`src/rtl/if_fetch_pkg.sv`:
```
// Shared types, FSM state encodings and small address helpers for the
// instruction-fetch stage.
package if_fetch_pkg;

    localparam int INST_ADDR_W = 32;
    localparam int INST_W      = 32;

    typedef logic [INST_ADDR_W-1:0] inst_addr_t;
    typedef logic [INST_W-1:0]      inst_t;

    localparam inst_addr_t ZERO_WORD = 32'h0000_0000;
    localparam inst_t      NOP_INST  = 32'h0000_0000;

    typedef enum logic [2:0] {
        IF_ST_IDLE  = 3'd0,
        IF_ST_FETCH = 3'd1,
        IF_ST_WAIT  = 3'd2,
        IF_ST_HOLD  = 3'd3,
        IF_ST_KILL  = 3'd4
    } if_state_e;

    // Sequential fetch address, wraps at 32 bits.
    function automatic inst_addr_t pc_next(input inst_addr_t pc);
        return pc + 32'd4;
    endfunction

    // True when an address is not word aligned.
    function automatic logic is_misaligned(input inst_addr_t addr);
        return (addr[1:0] != 2'b00);
    endfunction

    // Force an address onto a word boundary.
    function automatic inst_addr_t align_word(input inst_addr_t addr);
        return {addr[INST_ADDR_W-1:2], 2'b00};
    endfunction

endpackage

```
`src/rtl/if_fetch_if.sv`:
```
// Single-outstanding instruction-memory port: request/ready for the address
// phase, rvalid/rdata for the response phase.
interface if_fetch_if;
    import if_fetch_pkg::*;

    logic       req;
    inst_addr_t addr;
    logic       ready;
    logic       rvalid;
    inst_t      rdata;

    modport master (output req, output addr, input ready, input rvalid, input rdata);
    modport slave  (input req, input addr, output ready, output rvalid, output rdata);

endinterface

```
`src/rtl/if_fetch_buf.sv`:
```
// One-entry {vld, pc, inst} holding register between the memory response
// and the IF/ID register. An empty entry reads as pc=0 / inst=0 so the
// outputs can be presented directly as a bubble.
module if_fetch_buf
    import if_fetch_pkg::*;
(
    input  logic       clk,
    input  logic       rst,
    input  logic       wr,
    input  inst_addr_t wr_pc,
    input  inst_t      wr_inst,
    input  logic       consume,
    input  logic       flush,
    output logic       vld,
    output inst_addr_t pc,
    output inst_t      inst
);

    // Entry update: flush beats write, write beats consume.
    always_ff @(posedge clk) begin
        if (rst) begin
            vld  <= 1'b0;
            pc   <= ZERO_WORD;
            inst <= NOP_INST;
        end else if (flush) begin
            vld  <= 1'b0;
            pc   <= ZERO_WORD;
            inst <= NOP_INST;
        end else if (wr) begin
            vld  <= 1'b1;
            pc   <= wr_pc;
            inst <= wr_inst;
        end else if (consume) begin
            vld  <= 1'b0;
            pc   <= ZERO_WORD;
            inst <= NOP_INST;
        end else begin
            vld  <= vld;
            pc   <= pc;
            inst <= inst;
        end
    end

endmodule

```
`src/rtl/if_fetch.sv`:
```
// Instruction-fetch stage: owns the fetch PC, runs the single-outstanding
// memory handshake and feeds {if_pc, if_inst} to IF/ID from a 1-entry buffer.
// Optional feature macro: IF_MISALIGN_CHK_EN -- when defined, a redirect to a
// non-word-aligned target parks the stage and raises if_misalign instead of
// fetching; when undefined the target's low two bits are dropped.
module if_fetch
    import if_fetch_pkg::*;
#(
    parameter inst_addr_t RESET_PC = 32'h0000_0000
)(
    input  logic             clk,
    input  logic             rst,
    input  logic [5:0]       stall,
    input  logic             br,
    input  inst_addr_t       br_target,
    if_fetch_if.master       imem,
    output inst_addr_t       if_pc,
    output inst_t            if_inst,
    output logic             stallreq_if,
    output logic             if_misalign
);

    if_state_e  state_r;
    inst_addr_t fetch_pc_r;
    inst_addr_t req_pc_r;
    logic       misalign_r;

    logic       buf_vld_s;
    inst_addr_t buf_pc_s;
    inst_t      buf_inst_s;

    inst_addr_t target_s;
    logic       bad_tgt_s;
    logic       consume_s;
    logic       room_s;
    logic       req_s;
    logic       accept_s;
    logic       wr_s;
    logic       unused_s;

`ifdef IF_MISALIGN_CHK_EN
    assign target_s    = br_target;
    assign bad_tgt_s   = br && is_misaligned(br_target);
    assign if_misalign = misalign_r;
    assign unused_s    = ^stall[5:1];
`else
    assign target_s    = align_word(br_target);
    assign bad_tgt_s   = 1'b0;
    assign if_misalign = 1'b0;
    assign unused_s    = ^{stall[5:1], br_target[1:0]};
`endif

    // The entry leaves the buffer whenever IF/ID is not holding.
    assign consume_s = buf_vld_s && !stall[0];
    // A request is only issued if the buffer is guaranteed free by the time
    // the response can land; otherwise a stalled entry could be overwritten.
    assign room_s    = !buf_vld_s || !stall[0];
    assign req_s     = (state_r == IF_ST_FETCH) && room_s;
    assign accept_s  = req_s && imem.ready;
    assign wr_s      = (state_r == IF_ST_WAIT) && imem.rvalid && !br;

    assign imem.req    = req_s;
    assign imem.addr   = req_s ? fetch_pc_r : ZERO_WORD;
    assign stallreq_if = !buf_vld_s && (state_r != IF_ST_IDLE) && !br;
    assign if_pc       = buf_pc_s;
    assign if_inst     = buf_inst_s;

    if_fetch_buf u_buf (
        .clk     (clk),
        .rst     (rst),
        .wr      (wr_s),
        .wr_pc   (req_pc_r),
        .wr_inst (imem.rdata),
        .consume (consume_s),
        .flush   (br),
        .vld     (buf_vld_s),
        .pc      (buf_pc_s),
        .inst    (buf_inst_s)
    );

    // Fetch FSM and PC: redirect first, then the normal request/response walk.
    always_ff @(posedge clk) begin
        if (rst) begin
            state_r    <= IF_ST_IDLE;
            fetch_pc_r <= RESET_PC;
            req_pc_r   <= ZERO_WORD;
            misalign_r <= 1'b0;
        end else begin
            if (accept_s) begin
                req_pc_r <= fetch_pc_r;
            end else begin
                req_pc_r <= req_pc_r;
            end

            if (br) begin
                fetch_pc_r <= target_s;
                misalign_r <= bad_tgt_s;
                if (bad_tgt_s) begin
                    state_r <= IF_ST_IDLE;
                end else begin
                    case (state_r)
                        IF_ST_IDLE:  state_r <= IF_ST_FETCH;
                        IF_ST_FETCH: state_r <= accept_s ? IF_ST_KILL : IF_ST_FETCH;
                        IF_ST_WAIT:  state_r <= imem.rvalid ? IF_ST_FETCH : IF_ST_KILL;
                        IF_ST_HOLD:  state_r <= IF_ST_FETCH;
                        // The stale response still has to drain; if it lands
                        // in this very cycle there is nothing left to kill.
                        IF_ST_KILL:  state_r <= imem.rvalid ? IF_ST_FETCH : IF_ST_KILL;
                        default:     state_r <= IF_ST_IDLE;
                    endcase
                end
            end else begin
                misalign_r <= misalign_r;
                case (state_r)
                    IF_ST_IDLE: begin
                        fetch_pc_r <= fetch_pc_r;
                        state_r    <= misalign_r ? IF_ST_IDLE : IF_ST_FETCH;
                    end
                    IF_ST_FETCH: begin
                        if (accept_s) begin
                            fetch_pc_r <= pc_next(fetch_pc_r);
                            state_r    <= IF_ST_WAIT;
                        end else if (!room_s) begin
                            fetch_pc_r <= fetch_pc_r;
                            state_r    <= IF_ST_HOLD;
                        end else begin
                            fetch_pc_r <= fetch_pc_r;
                            state_r    <= IF_ST_FETCH;
                        end
                    end
                    IF_ST_WAIT: begin
                        fetch_pc_r <= fetch_pc_r;
                        if (imem.rvalid) begin
                            state_r <= (!buf_vld_s || consume_s) ? IF_ST_FETCH : IF_ST_HOLD;
                        end else begin
                            state_r <= IF_ST_WAIT;
                        end
                    end
                    IF_ST_HOLD: begin
                        fetch_pc_r <= fetch_pc_r;
                        state_r    <= consume_s ? IF_ST_FETCH : IF_ST_HOLD;
                    end
                    IF_ST_KILL: begin
                        fetch_pc_r <= fetch_pc_r;
                        state_r    <= imem.rvalid ? IF_ST_FETCH : IF_ST_KILL;
                    end
                    default: begin
                        fetch_pc_r <= fetch_pc_r;
                        state_r    <= IF_ST_IDLE;
                    end
                endcase
            end
        end
    end

endmodule
```
`src/flat_wrapper.sv`:
```
// flat-port wrapper written by rule: the top's interface ports become plain ports
module if_fetch_flat import if_fetch_pkg::*;
#(
    parameter inst_addr_t RESET_PC = 32'h0000_0000
)
  (clk, rst, stall, br, br_target, if_pc, if_inst, stallreq_if, if_misalign, imem_req, imem_addr, imem_ready, imem_rvalid, imem_rdata);
  if_fetch_if imem_i ();
  input  logic clk;
  input  logic rst;
  input  logic [5:0] stall;
  input  logic br;
  input  inst_addr_t br_target;
  output inst_addr_t if_pc;
  output inst_t if_inst;
  output logic stallreq_if;
  output logic if_misalign;
  output wire logic [$bits(imem_i.req)-1:0] imem_req;
  output wire logic [$bits(imem_i.addr)-1:0] imem_addr;
  input wire logic [$bits(imem_i.ready)-1:0] imem_ready;
  input wire logic [$bits(imem_i.rvalid)-1:0] imem_rvalid;
  input wire logic [$bits(imem_i.rdata)-1:0] imem_rdata;
  assign imem_req = imem_i.req;
  assign imem_addr = imem_i.addr;
  assign imem_i.ready = imem_ready;
  assign imem_i.rvalid = imem_rvalid;
  assign imem_i.rdata = imem_rdata;
  if_fetch #(.RESET_PC(RESET_PC)) u_core (.clk(clk), .rst(rst), .stall(stall), .br(br), .br_target(br_target), .imem(imem_i), .if_pc(if_pc), .if_inst(if_inst), .stallreq_if(stallreq_if), .if_misalign(if_misalign));
endmodule
```
`config.mk`:
```
export PLATFORM = sky130hd
export DESIGN_NAME = if_fetch_flat
export DESIGN_NICKNAME = d
export VERILOG_FILES = /design/src/rtl/if_fetch_pkg.sv /design/src/rtl/if_fetch_if.sv /design/src/rtl/if_fetch_buf.sv /design/src/rtl/if_fetch.sv /design/src/flat_wrapper.sv
export SDC_FILE = /design/constraint.sdc
export NUM_CORES = 1
export LEC_CHECK = 0
export BUFFER_PORTS_ARGS = -buffer_cell sky130_fd_sc_hd__buf_2
export CAP_MARGIN = 5
export CORE_ASPECT_RATIO = 0.7
export CORE_MARGIN = 5
export CORE_UTILIZATION = 54
export CTS_CLUSTER_DIAMETER = 100
export CTS_CLUSTER_SIZE = 8
export DETAILED_ROUTE_END_ITERATION = 8
export PLACE_DENSITY = 0.91
export SYNTH_ARGS = -nofsm -noshare
export SYNTH_HDL_FRONTEND = slang
export SYNTH_SLANG_ARGS = --single-unit
export TNS_END_PERCENT = 50
```
`constraint.sdc`:
```
create_clock -name clk -period 4.38 [get_ports clk]
set_input_delay 0.438 -clock clk [delete_from_list [all_inputs] [get_ports clk]]
set_output_delay 0.438 -clock clk [all_outputs]
set_load 0.01 [all_outputs]
```
==> results_dict.tcl, run 1 <==
set metrics [dict create \
    outcome "completed" \
    num_io_pins 174 \
    synth_area_mm2 0.005199 \
    critPathMaxFanout 39 \
    vdd_drop_max_uv 280.4 \
    fin_skew_ns 0.004760 \
    rows 30 \
    final_area_mm2 0.006634 \
    hold_depth 3 \
    drv_slew 0 \
    dp_hpwl_um 10090 \
    num_vias 5155 \
    synth_fa_ha_area_share_pct 0.2407 \
    tns_ns 0 \
    portBuffers 161 \
    num_antenna_cells 0 \
    clk_path_buf_depth 2 \
    finalHoldViolations 0 \
    vias_per_cell 5.696 \
    grt_pass1_wl_um 24140 \
    end_kind "flip-flop" \
    p_total_mw 2.838 \
    internal_power_mw 2.185 \
    place_congestion 0.8900 \
    fin_crit_ns 3.001 \
    grt_max_degree 67 \
    die_y_um 92.09 \
    maxSlewHeadroom_pct 15.10 \
    synth_compound_area_share_pct 18.32 \
    ff2ff_setup_slack_ns 1.38 \
    synth_xor_area_share_pct 2.527 \
    critical_path.reg2reg.startpoint "u_core.state_r[1]$_SDFF_PP0_" \
    fin_nets 840 \
    die_w_um 127.3 \
    regArea_mm2 0.002522 \
    drive_above_1_share_pct 26.51 \
    cellPowerDensity_mw_per_mm2 427.8 \
    synth-simple-area-share_pct 24.96 \
    cts_hold_buffers 0 \
    dieArea_mm2 0.01172 \
    ant_nets 0 \
    root_buffer "clkbuf_16" \
    synth_edf_count 0 \
    synth_top_family_by_area "simple AND/OR/NAND/NOR gates" \
    whs_endpoint "u_core.fetch_pc_r[4]$_SDFFE_PP0P_" \
    max_freq_mhz 333.2 \
    reg2reg_to "u_core.fetch_pc_r[29]$_SDFFE_PP0P_" \
    holdCritPathClass "input port to flip-flop" \
    path_class "flip-flop to flip-flop" \
    ys_ff_latch 126 \
    htree_levels 4 \
    clockPowerShare_pct 50.4 \
    start_util_pct 54.53 \
    switching_share_pct 23.02 \
    synthCells 627 \
    multi_input_area_mm2 0.002457 \
    cts_sinks 126 \
    fin_util_pct 69.58 \
    routed_wl_um 14970 \
    yosysSeqAreaShare_pct 48.52 \
    pwr-share-comb_pct 6.6 \
    setup_viol 0 \
    place_inst 873 \
    clk_pin_slew_ns 0.05 \
    post_cts_buffers 0 \
    synth.area.mux_share_pct 0.4091 \
    clk_latency_ns 0.41 \
    synth-main-ff-cell "dfxtp_1" \
    critPathArrivalTime_ns 3.32 \
    drc 0 \
    worst_ep_required_time_ns 4.70 \
    drtIter0Drc 502 \
    drt-pass1-iter-count 5 \
    rr_worst_depth 6 \
    cts_resized 0 \
    grt_remaining_overflow 0 \
    grt_setup_unrepaired "no" \
    layout.cells.non_filler 905 \
    grt_pass1_vias 4849 \
    tritoncts "yes" \
    cts_buffers 17 \
    core-area_mm2 0.009534 \
    synth.avg_cell_area_um2 8.291 \
    place_area_mm2 0.006025 \
    maxCapViolations 0 \
    wl_per_cell_um 16.55 \
    critPathLaunchType "flip-flop" \
    tightest_slew_ns 1.273 \
    track_usage_pct 25.36 \
    hold_start "br_target[4]" \
    p_leak_nw 2.704 \
    area_delta_synth_final_pct 27.61 \
    antenna_found_initial 0 \
    async_flop_share_pct 0 \
    fin_crit_sh_pct 68.51 \
    power_frac_seq_pct 42.9 \
    ys_types 40 \
    n_fill_cell 741 \
    ys_warn_count 0 \
    p_sw_uw 653.3 \
]
## cells by family (layout without fill, tap and decap cells)
| logic type | after synthesis | after routing |
|---|---|---|
| other | 1 | 5 |
| buffers and inverters | 62 | 208 |
| AOI/OAI and AO/OA | 143 | 143 |
| xor gates and xnor gates | 15 | 15 |
| DFF | 126 | 126 |
| adders and majority gates | 1 | 1 |
| muxes | 2 | 2 |
| and+or+nand+nor | 277 | 277 |
## power by group through the flow
stage	Sequential, mW	Clock [mW]	Combinational (mW)
finish	1.22	1.43	0.188
detailed placement	1.24	0	0.186
CTS	1.22	1.44	0.188
floorplan	1.22	0	0.124
global placement	1.24	0	0.179
global route	1.22	1.50	0.208
## final cells by class
type,count,share of cell area (%)
repair buffers,167,12.83
clock inverters,11,2.094
flip-flops and latches,126,38.02
multi-input cells,443,37.04
inverters,9,0.5092
clock buffers,21,7.092
well taps,128,2.414
## worst max-delay path: stages, from the launching register on
cell and delay (ns):
dfxtp_1 0.47, nor4bb_1 0.42, buf_4 0.21, and2_2 0.65, nand4_1 0.39, or4_1 0.52, a311oi_1 0.26
## registers in the layout, indices dropped and copies added, names as in the netlist
| register | flops |
|---|---|
| u_core.u_buf.inst | 32 |
| u_core.fetch_pc_r | 30 |
| u_core.req_pc_r | 30 |
| u_core.u_buf.pc | 30 |
| u_core.state_r | 3 |
| u_core.u_buf.vld | 1 |
## routing by layer
metal  GRT usage [%]  wire length, um  vias to the layer above
li1                -                -                     2467
met3           7.276             1167                       34
met5               0                0                        -
met4           10.27              365                        0
met1           33.30             6409                     2439
met2           39.23             7033                      215
## how the worst max path moves through the flow
stage,from,to,slack (ns),cells after the start
final,u_core.state_r[1]$_SDFF_PP0_,u_core.fetch_pc_r[29]$_SDFFE_PP0P_,1.38,6
after global placement,imem_ready,u_core.fetch_pc_r[29]$_SDFFE_PP0P_,1.56,7
after CTS,u_core.state_r[1]$_SDFF_PP0_,u_core.fetch_pc_r[29]$_SDFFE_PP0P_,1.37,6
after global routing,u_core.state_r[1]$_SDFF_PP0_,u_core.fetch_pc_r[29]$_SDFFE_PP0P_,1.06,6
after floorplan,stall[0],imem_addr[19],2.30,5
after detailed placement,imem_ready,u_core.fetch_pc_r[29]$_SDFFE_PP0P_,1.49,7
## per-stage QoR
stage	hold slack, ns	worst slack [ns]
2_1_floorplan	0.4319	2.300
3_3_place_gp	0.4430	1.561
3_5_place_dp	0.4481	1.488
4_1_cts	0.2684	1.368
5_1_grt	0.2792	1.065
6_report	0.2749	1.379
## synthesized netlist by cell type (all sizes together), types with 2 or more instances
library cell | instances | area [um^2]
inv | 9 | 33.78
nand4 | 11 | 83.83
nor2 | 92 | 345.3
o31ai | 2 | 15.01
xnor2 | 11 | 96.34
nand3 | 11 | 55.05
a22oi | 62 | 465.5
or4 | 2 | 15.01
nor4 | 8 | 50.05
or3 | 11 | 68.82
nor3 | 16 | 80.08
a311oi | 12 | 105.1
and3 | 3 | 18.77
clkbuf | 42 | 157.7
nand2 | 85 | 319.1
and4 | 4 | 35.03
buf | 11 | 66.31
and2 | 26 | 163.9
xor2 | 4 | 35.03
o21ai | 12 | 60.06
a211oi | 9 | 67.56
nor2b | 2 | 12.51
a21oi | 42 | 210.2
dfxtp | 126 | 2522
or2 | 2 | 12.51
o22ai | 2 | 12.51
## cells in the final DEF (no fill, tap or decap), types with 12 or more instances in the layout
cell and n:
and2_1 25, a21oi_1 41, nor2_1 91, buf_2 161, nand2_1 85, o21ai_0 12, clkbuf_16 17, a311oi_1 12
nor3_1 15, dfxtp_1 126, a22oi_1 62
Note: power is estimated with default switching activity, not from simulation.
==> run 2, diff against run 1 <==
--- a/config.mk
+++ b/config.mk
@@ -9,11 +9,11 @@
 export CAP_MARGIN = 5
 export CORE_ASPECT_RATIO = 0.7
 export CORE_MARGIN = 5
-export CORE_UTILIZATION = 54
+export CORE_UTILIZATION = 50
 export CTS_CLUSTER_DIAMETER = 100
 export CTS_CLUSTER_SIZE = 8
 export DETAILED_ROUTE_END_ITERATION = 8
-export PLACE_DENSITY = 0.91
+export PLACE_DENSITY = 0.85
 export SYNTH_ARGS = -nofsm -noshare
 export SYNTH_HDL_FRONTEND = slang
 export SYNTH_SLANG_ARGS = --single-unit
==> constraint.sdc (replaced) <==
create_clock -name clk -period 2.8 [get_ports clk]
set_input_delay 0.28 -clock clk [delete_from_list [all_inputs] [get_ports clk]]
set_output_delay 0.28 -clock clk [all_outputs]
set_load 0.01 [all_outputs]
==> run 2 against run 1 <==
Against the previous run: sequential power is 56% higher; die area is 7.2% higher; worst hold slack worse by 0.16 ns; combinational power is 60% higher; clock-buffer cell count is 1 lower; routed wire length is 0.60% lower; sequential share of layout area is 0.38 points lower; setup slack worse by 1.1 ns; highest routed layer is now met5.
==> results_dict.tcl, run 2 (same netlist as run 1, synthesis figures left out) <==
set metrics [dict create \
    outcome "completed" \
    crit_slowest_cell "dfxtp_1" \
    num_io_pins 174 \
    routed_wl_um 14880 \
    pre_cts_slack_ns 0.4202 \
    portBuffers 161 \
    clk_latency_ns 0.42 \
    holdCritPathClass "input port to flip-flop" \
    setup_viol 0 \
    drive_above_1_share_pct 27.11 \
    maxSlewHeadroom_pct 55.72 \
    post_cts_buffers 0 \
    ant_nets 0 \
    area_delta_synth_final_pct 28.90 \
    tightest_slew_ns 0.6643 \
    drt-pass1-iter-count 5 \
    worst_ep_required_time_ns 2.52 \
    critPathMaxStageDelay_ns 0.37 \
    fin_crit_ns 2.540 \
    grt_pass1_vias 4894 \
    core-area_mm2 0.01024 \
    fin_crit_sh_pct 90.72 \
    crit_chain "nand2_1 > nand2_1 > nor3_4 > buf_4 > and2_1 > buf_2" \
    maxCapViolations 0 \
    num_vias 5139 \
    vias_per_cell 5.616 \
    antenna_found_initial 2 \
    die_y_um 95.32 \
    cts_sinks 126 \
    final_cell_mix "buf_2 (161), dfxtp_1 (126), nor2_1 (91)" \
    largest-register "u_core.u_buf.inst" \
    grt_max_degree 63 \
    p_leak_nw 2.717 \
    drv_slew 0 \
    crit_top_cell "nand2_1" \
    vdd_drop_max_uv 496.4 \
    largest_register_ffs 32 \
    grt_setup_unrepaired "no" \
    dp_hpwl_um 10290 \
    critPathLaunchType "flip-flop" \
    p_total_mw 4.490 \
    critPathArrivalTime_ns 2.26 \
    fin_util_pct 65.44 \
    rows 31 \
    cts_buffers 17 \
    tritoncts "yes" \
    critPathMaxFanout 17 \
    clk_path_buf_depth 2 \
    fin_nets 845 \
    tns_ns 0 \
    cellPowerDensity_mw_per_mm2 670.0 \
    path_class "flip-flop to primary output" \
    drtIter0Drc 420 \
    setup_slack_ns 0.2598 \
    track_usage_pct 22.92 \
    htree_levels 4 \
    wl_per_cell_um 16.27 \
    dieArea_mm2 0.01257 \
    max_freq_mhz 393.7 \
    die_w_um 131.9 \
    grt_remaining_overflow 0 \
    root_buffer "clkbuf_16" \
    end_kind "primary output" \
    start_util_pct 50.77 \
    drc 0 \
    place_congestion 0.9018 \
    clk_pin_slew_ns 0.05 \
    mostFrequentLayoutCell "buf_2" \
    fin_skew_ns 0.008281 \
    finalHoldViolations 0 \
    grt_pass1_wl_um 23490 \
]
==> run 2: changes by cell type in the layout (fill, tap and decap cells not counted), sizes merged <==
cell	change
clkinv	-3
clkbuf	-1
inv	+1
clkinvlp	+3
buf	+5
diode	+1
==> run 2: cell type report <==
cell class                      instances  area [um^2]
Multi-Input combinational cell        443         2464
Fill cell                             862         3538
Clock buffer                           20        466.7
Clock inverter                         12        158.9
Antenna cell                            1        2.502
Inverter                                9        33.78
Sequential cell                       126         2522
Tap cell                              132        165.2
Timing Repair Buffer                  172        888.4
==> run 2: path summary, 6_finish.rpt <==
check	to	slack, ns	cells past startpoint	from
hold / removal	u_core.u_buf.inst[8]$_SDFFE_PP0P_	0.12	3	imem_rdata[8]
setup reg to reg	u_core.fetch_pc_r[29]$_SDFFE_PP0P_	0.32	5	u_core.state_r[1]$_SDFF_PP0_
setup / recovery	imem_addr[4]	0.26	6	u_core.u_buf.vld$_SDFFE_PP0P_
hold reg to reg	u_core.req_pc_r[13]$_SDFFE_PP0P_	0.45	2	u_core.req_pc_r[13]$_SDFFE_PP0P_
==> run 2: metal layers <==
metal	wire [um]	share of wire [%]	GRT usage (%)
met1	6412	43	28.48
met3	1291	8.7	7.595
met2	6904	46	36.72
met4	262	1.8	10.19
met5	13	0.087	0
==> run 2: critical path, delay by kind of cell, from the launching register on <==
kind	cells	cell delay [ns]
simple gates	4	1.04
buf+inv	2	0.42
flops	1	0.37
==> run 2: report_power, final <==
group          switching, mW  total [mW]  internal (mW)  leakage (nW)
Sequential            0.0655        1.90           1.84          1.02
Combinational          0.179       0.301          0.122          1.40
Clock                  0.812        2.28           1.47         0.291
==> run 2: metrics by stage <==
stage                     hold WS [ns]  cell area (um^2)  std cells
after floorplan                 0.4246              5214        631
after CTS                       0.1013              6693        914
after global placement          0.4418              6067        882
after detailed placement        0.4492              6067        882
final                           0.1152              6701        915
after global routing            0.1076              6699        914
==> run 2: what timing repair did <==
action,4_1_cts,5_1_grt
gates resized for setup,0,1
setup endpoints to repair,0,17
hold buffers,0,0
==> run 3, diff against run 2 <==
--- a/config.mk
+++ b/config.mk
@@ -7,13 +7,13 @@
 export LEC_CHECK = 0
 export BUFFER_PORTS_ARGS = -buffer_cell sky130_fd_sc_hd__buf_2
 export CAP_MARGIN = 5
-export CORE_ASPECT_RATIO = 0.7
 export CORE_MARGIN = 5
 export CORE_UTILIZATION = 50
 export CTS_CLUSTER_DIAMETER = 100
 export CTS_CLUSTER_SIZE = 8
 export DETAILED_ROUTE_END_ITERATION = 8
 export PLACE_DENSITY = 0.85
+export RECOVER_POWER = 100
 export SYNTH_ARGS = -nofsm -noshare
 export SYNTH_HDL_FRONTEND = slang
 export SYNTH_SLANG_ARGS = --single-unit
==> run 3 against run 2 <==
Against the previous run: combinational power about the same; worst hold slack got worse by 0.10 ns; routed wire length decreased by 0.15%; clock power decreased by 2%; fmax decreased by 2.5%; die area decreased by 0.27%; sequential share of layout area increased by 0.65 points; final cell count increased by 0.33%; non-clock buffer count unchanged.
==> results_dict.tcl, run 3 (same netlist as run 1, synthesis figures left out) <==
set metrics [dict create \
    switching_share_pct 24.39 \
    num_antenna_cells 0 \
    cellPowerDensity_mw_per_mm2 673.6 \
    ant_nets 0 \
    wl_per_cell_um 16.19 \
    crit_slowest_cell "dfxtp_1" \
    drive_above_1_share_pct 17.01 \
    setup_viol 0 \
    crit_chain "nand2_1 > nand2_1 > nor3_4 > buf_4 > and2_0 > buf_2" \
    dp_hpwl_um 10080 \
    crit_top_cell "nand2_1" \
    holdCritPathClass "input port to flip-flop" \
    maxSlewHeadroom_pct 16.57 \
    tritoncts "yes" \
    drt-pass1-iter-count 6 \
    wl_met3_um 1115 \
    fin_nets 845 \
    n_fill_cell 887 \
    drtIter0Drc 457 \
    track_usage_pct 22.87 \
    drt-met1-wl_um 6050 \
    internal_power_mw 3.355 \
    critPathLaunchType "flip-flop" \
    path_class "flip-flop to primary output" \
    antenna_found_initial 0 \
    outcome "completed" \
    htree_levels 4 \
    max_freq_mhz 384.0 \
    cpLargestDelayFamily "simple AND/OR/NAND/NOR gates" \
    mostFrequentLayoutCell "dfxtp_1" \
    num_vias 5142 \
    tightest_slew_ns 1.251 \
    core-area_mm2 0.01023 \
    clockPowerShare_pct 50.3 \
    critPathMaxFanout 17 \
    fin_crit_sh_pct 93.00 \
    largest-register "u_core.u_buf.inst" \
    finalHoldViolations 0 \
    cts_sinks 126 \
    worst_ep_required_time_ns 2.52 \
    multi_input_area_mm2 0.002441 \
    fin_crit_ns 2.604 \
    critPathMaxStageDelay_ns 0.35 \
    crit_buf_inv 2 \
    pwr-share-comb_pct 6.9 \
    dieArea_mm2 0.01254 \
    routed_wl_um 14860 \
    cts_buffers 17 \
    area_delta_synth_final_pct 26.71 \
    vdd_drop_max_uv 303.4 \
    p_leak_nw 2.381 \
    holdWs_ns 0.01024 \
    grt_max_degree 63 \
    die_y_um 112.0 \
    grt_pass1_vias 4815 \
    root_buffer "clkbuf_8" \
    power_frac_seq_pct 42.8 \
    drc 0 \
    top_layer "met4" \
    portBuffers 161 \
    vias_per_cell 5.601 \
    maxCapViolations 0 \
    final_cell_mix "dfxtp_1 (126), nor2_1 (92), nand2_1 (85), buf_2 (85), clkbuf_1 (76)" \
    regArea_mm2 0.002522 \
    clk_path_buf_depth 2 \
    die_w_um 112.0 \
    clk_pin_slew_ns 0.06 \
    grt_remaining_overflow 0 \
    pre_cts_slack_ns 0.5335 \
    wl_met2_um 7317 \
    num_io_pins 174 \
    clk_latency_ns 0.52 \
    grt_pass1_wl_um 23630 \
    place_area_mm2 0.006090 \
    critPathArrivalTime_ns 2.32 \
    drv_slew 0 \
    setup_slack_ns 0.1960 \
    rows 37 \
    tns_ns 0 \
    final_area_mm2 0.006588 \
    grt_setup_unrepaired "no" \
    largest_register_ffs 32 \
    fin_skew_ns 0.008681 \
    start_util_pct 50.81 \
    fin_util_pct 64.39 \
    end_kind "primary output" \
    place_congestion 0.8499 \
    p_sw_mw 1.082 \
]
==> run 3: cell count changes in the layout (fill, tap and decap cells not counted), sizes merged <==
| cell | change |
|---|---|
| clkinvlp | -5 |
| dlygate4sd3 | +1 |
| inv | +4 |
| buf | -81 |
| clkbuf | +78 |
| clkinv | +3 |
| diode | -1 |
==> run 3: path summary, 6_finish.rpt <==
kind                                     from                                 end  slack, ns  cells past startpoint
max             u_core.u_buf.vld$_SDFFE_PP0P_                        imem_addr[8]       0.20                      6
min                            imem_rdata[11]  u_core.u_buf.inst[11]$_SDFFE_PP0P_       0.01                      3
max reg2reg      u_core.state_r[2]$_SDFF_PP0_  u_core.fetch_pc_r[28]$_SDFFE_PP0P_       0.31                      5
min reg2reg  u_core.req_pc_r[12]$_SDFFE_PP0P_    u_core.req_pc_r[12]$_SDFFE_PP0P_       0.46                      2
==> run 3: final cells by class <==
cell class              count  share of cell area [%]
well taps                 136                   2.583
inverters                   9                  0.5128
clock buffers              18                   6.496
clock inverters            14                   2.754
multi-input cells         443                   37.06
flip-flops and latches    126                   38.29
repair buffers            172                   12.31
==> run 3: worst register-to-register path, cell delays in order (launching register included) <==
cell and delay, ns:
dfxtp_1 0.46, nor4bb_1 0.41, and2_2 0.35, nand4_1 0.36
or4_1 0.57, a311oi_1 0.26
==> run 3: power groups by stage <==
stage | Clock [mW] | Sequential, mW | Combinational, mW
after floorplan | 0 | 1.91 | 0.194
after global placement | 0 | 1.93 | 0.292
after detailed placement | 0 | 1.94 | 0.302
after CTS | 2.26 | 1.90 | 0.308
after global routing | 2.35 | 1.91 | 0.335
final | 2.23 | 1.90 | 0.304
==> run 3: stage by stage <==
| step | total power [mW] | std cells |
|---|---|---|
| global route | 4.596 | 918 |
| global placement | 2.224 | 885 |
| finish | 4.438 | 918 |
| floorplan | 2.106 | 631 |
| CTS | 4.467 | 918 |
| detailed placement | 2.239 | 885 |
==> run 3: repair_timing <==
action / CTS / global route
endpoints found under the setup margin: 0 / 17
hold buffers: 1 / 0
setup buffers: 0 / 0
hold endpoints to repair: 1 / 0
gates resized for setup: 0 / 1
==> run 3: layer usage <==
metal,vias up,track usage [%]
met5,-,0
met4,0,9.455
met3,32,4.783
met2,204,38.17
met1,2423,28.84
li1,2483,-
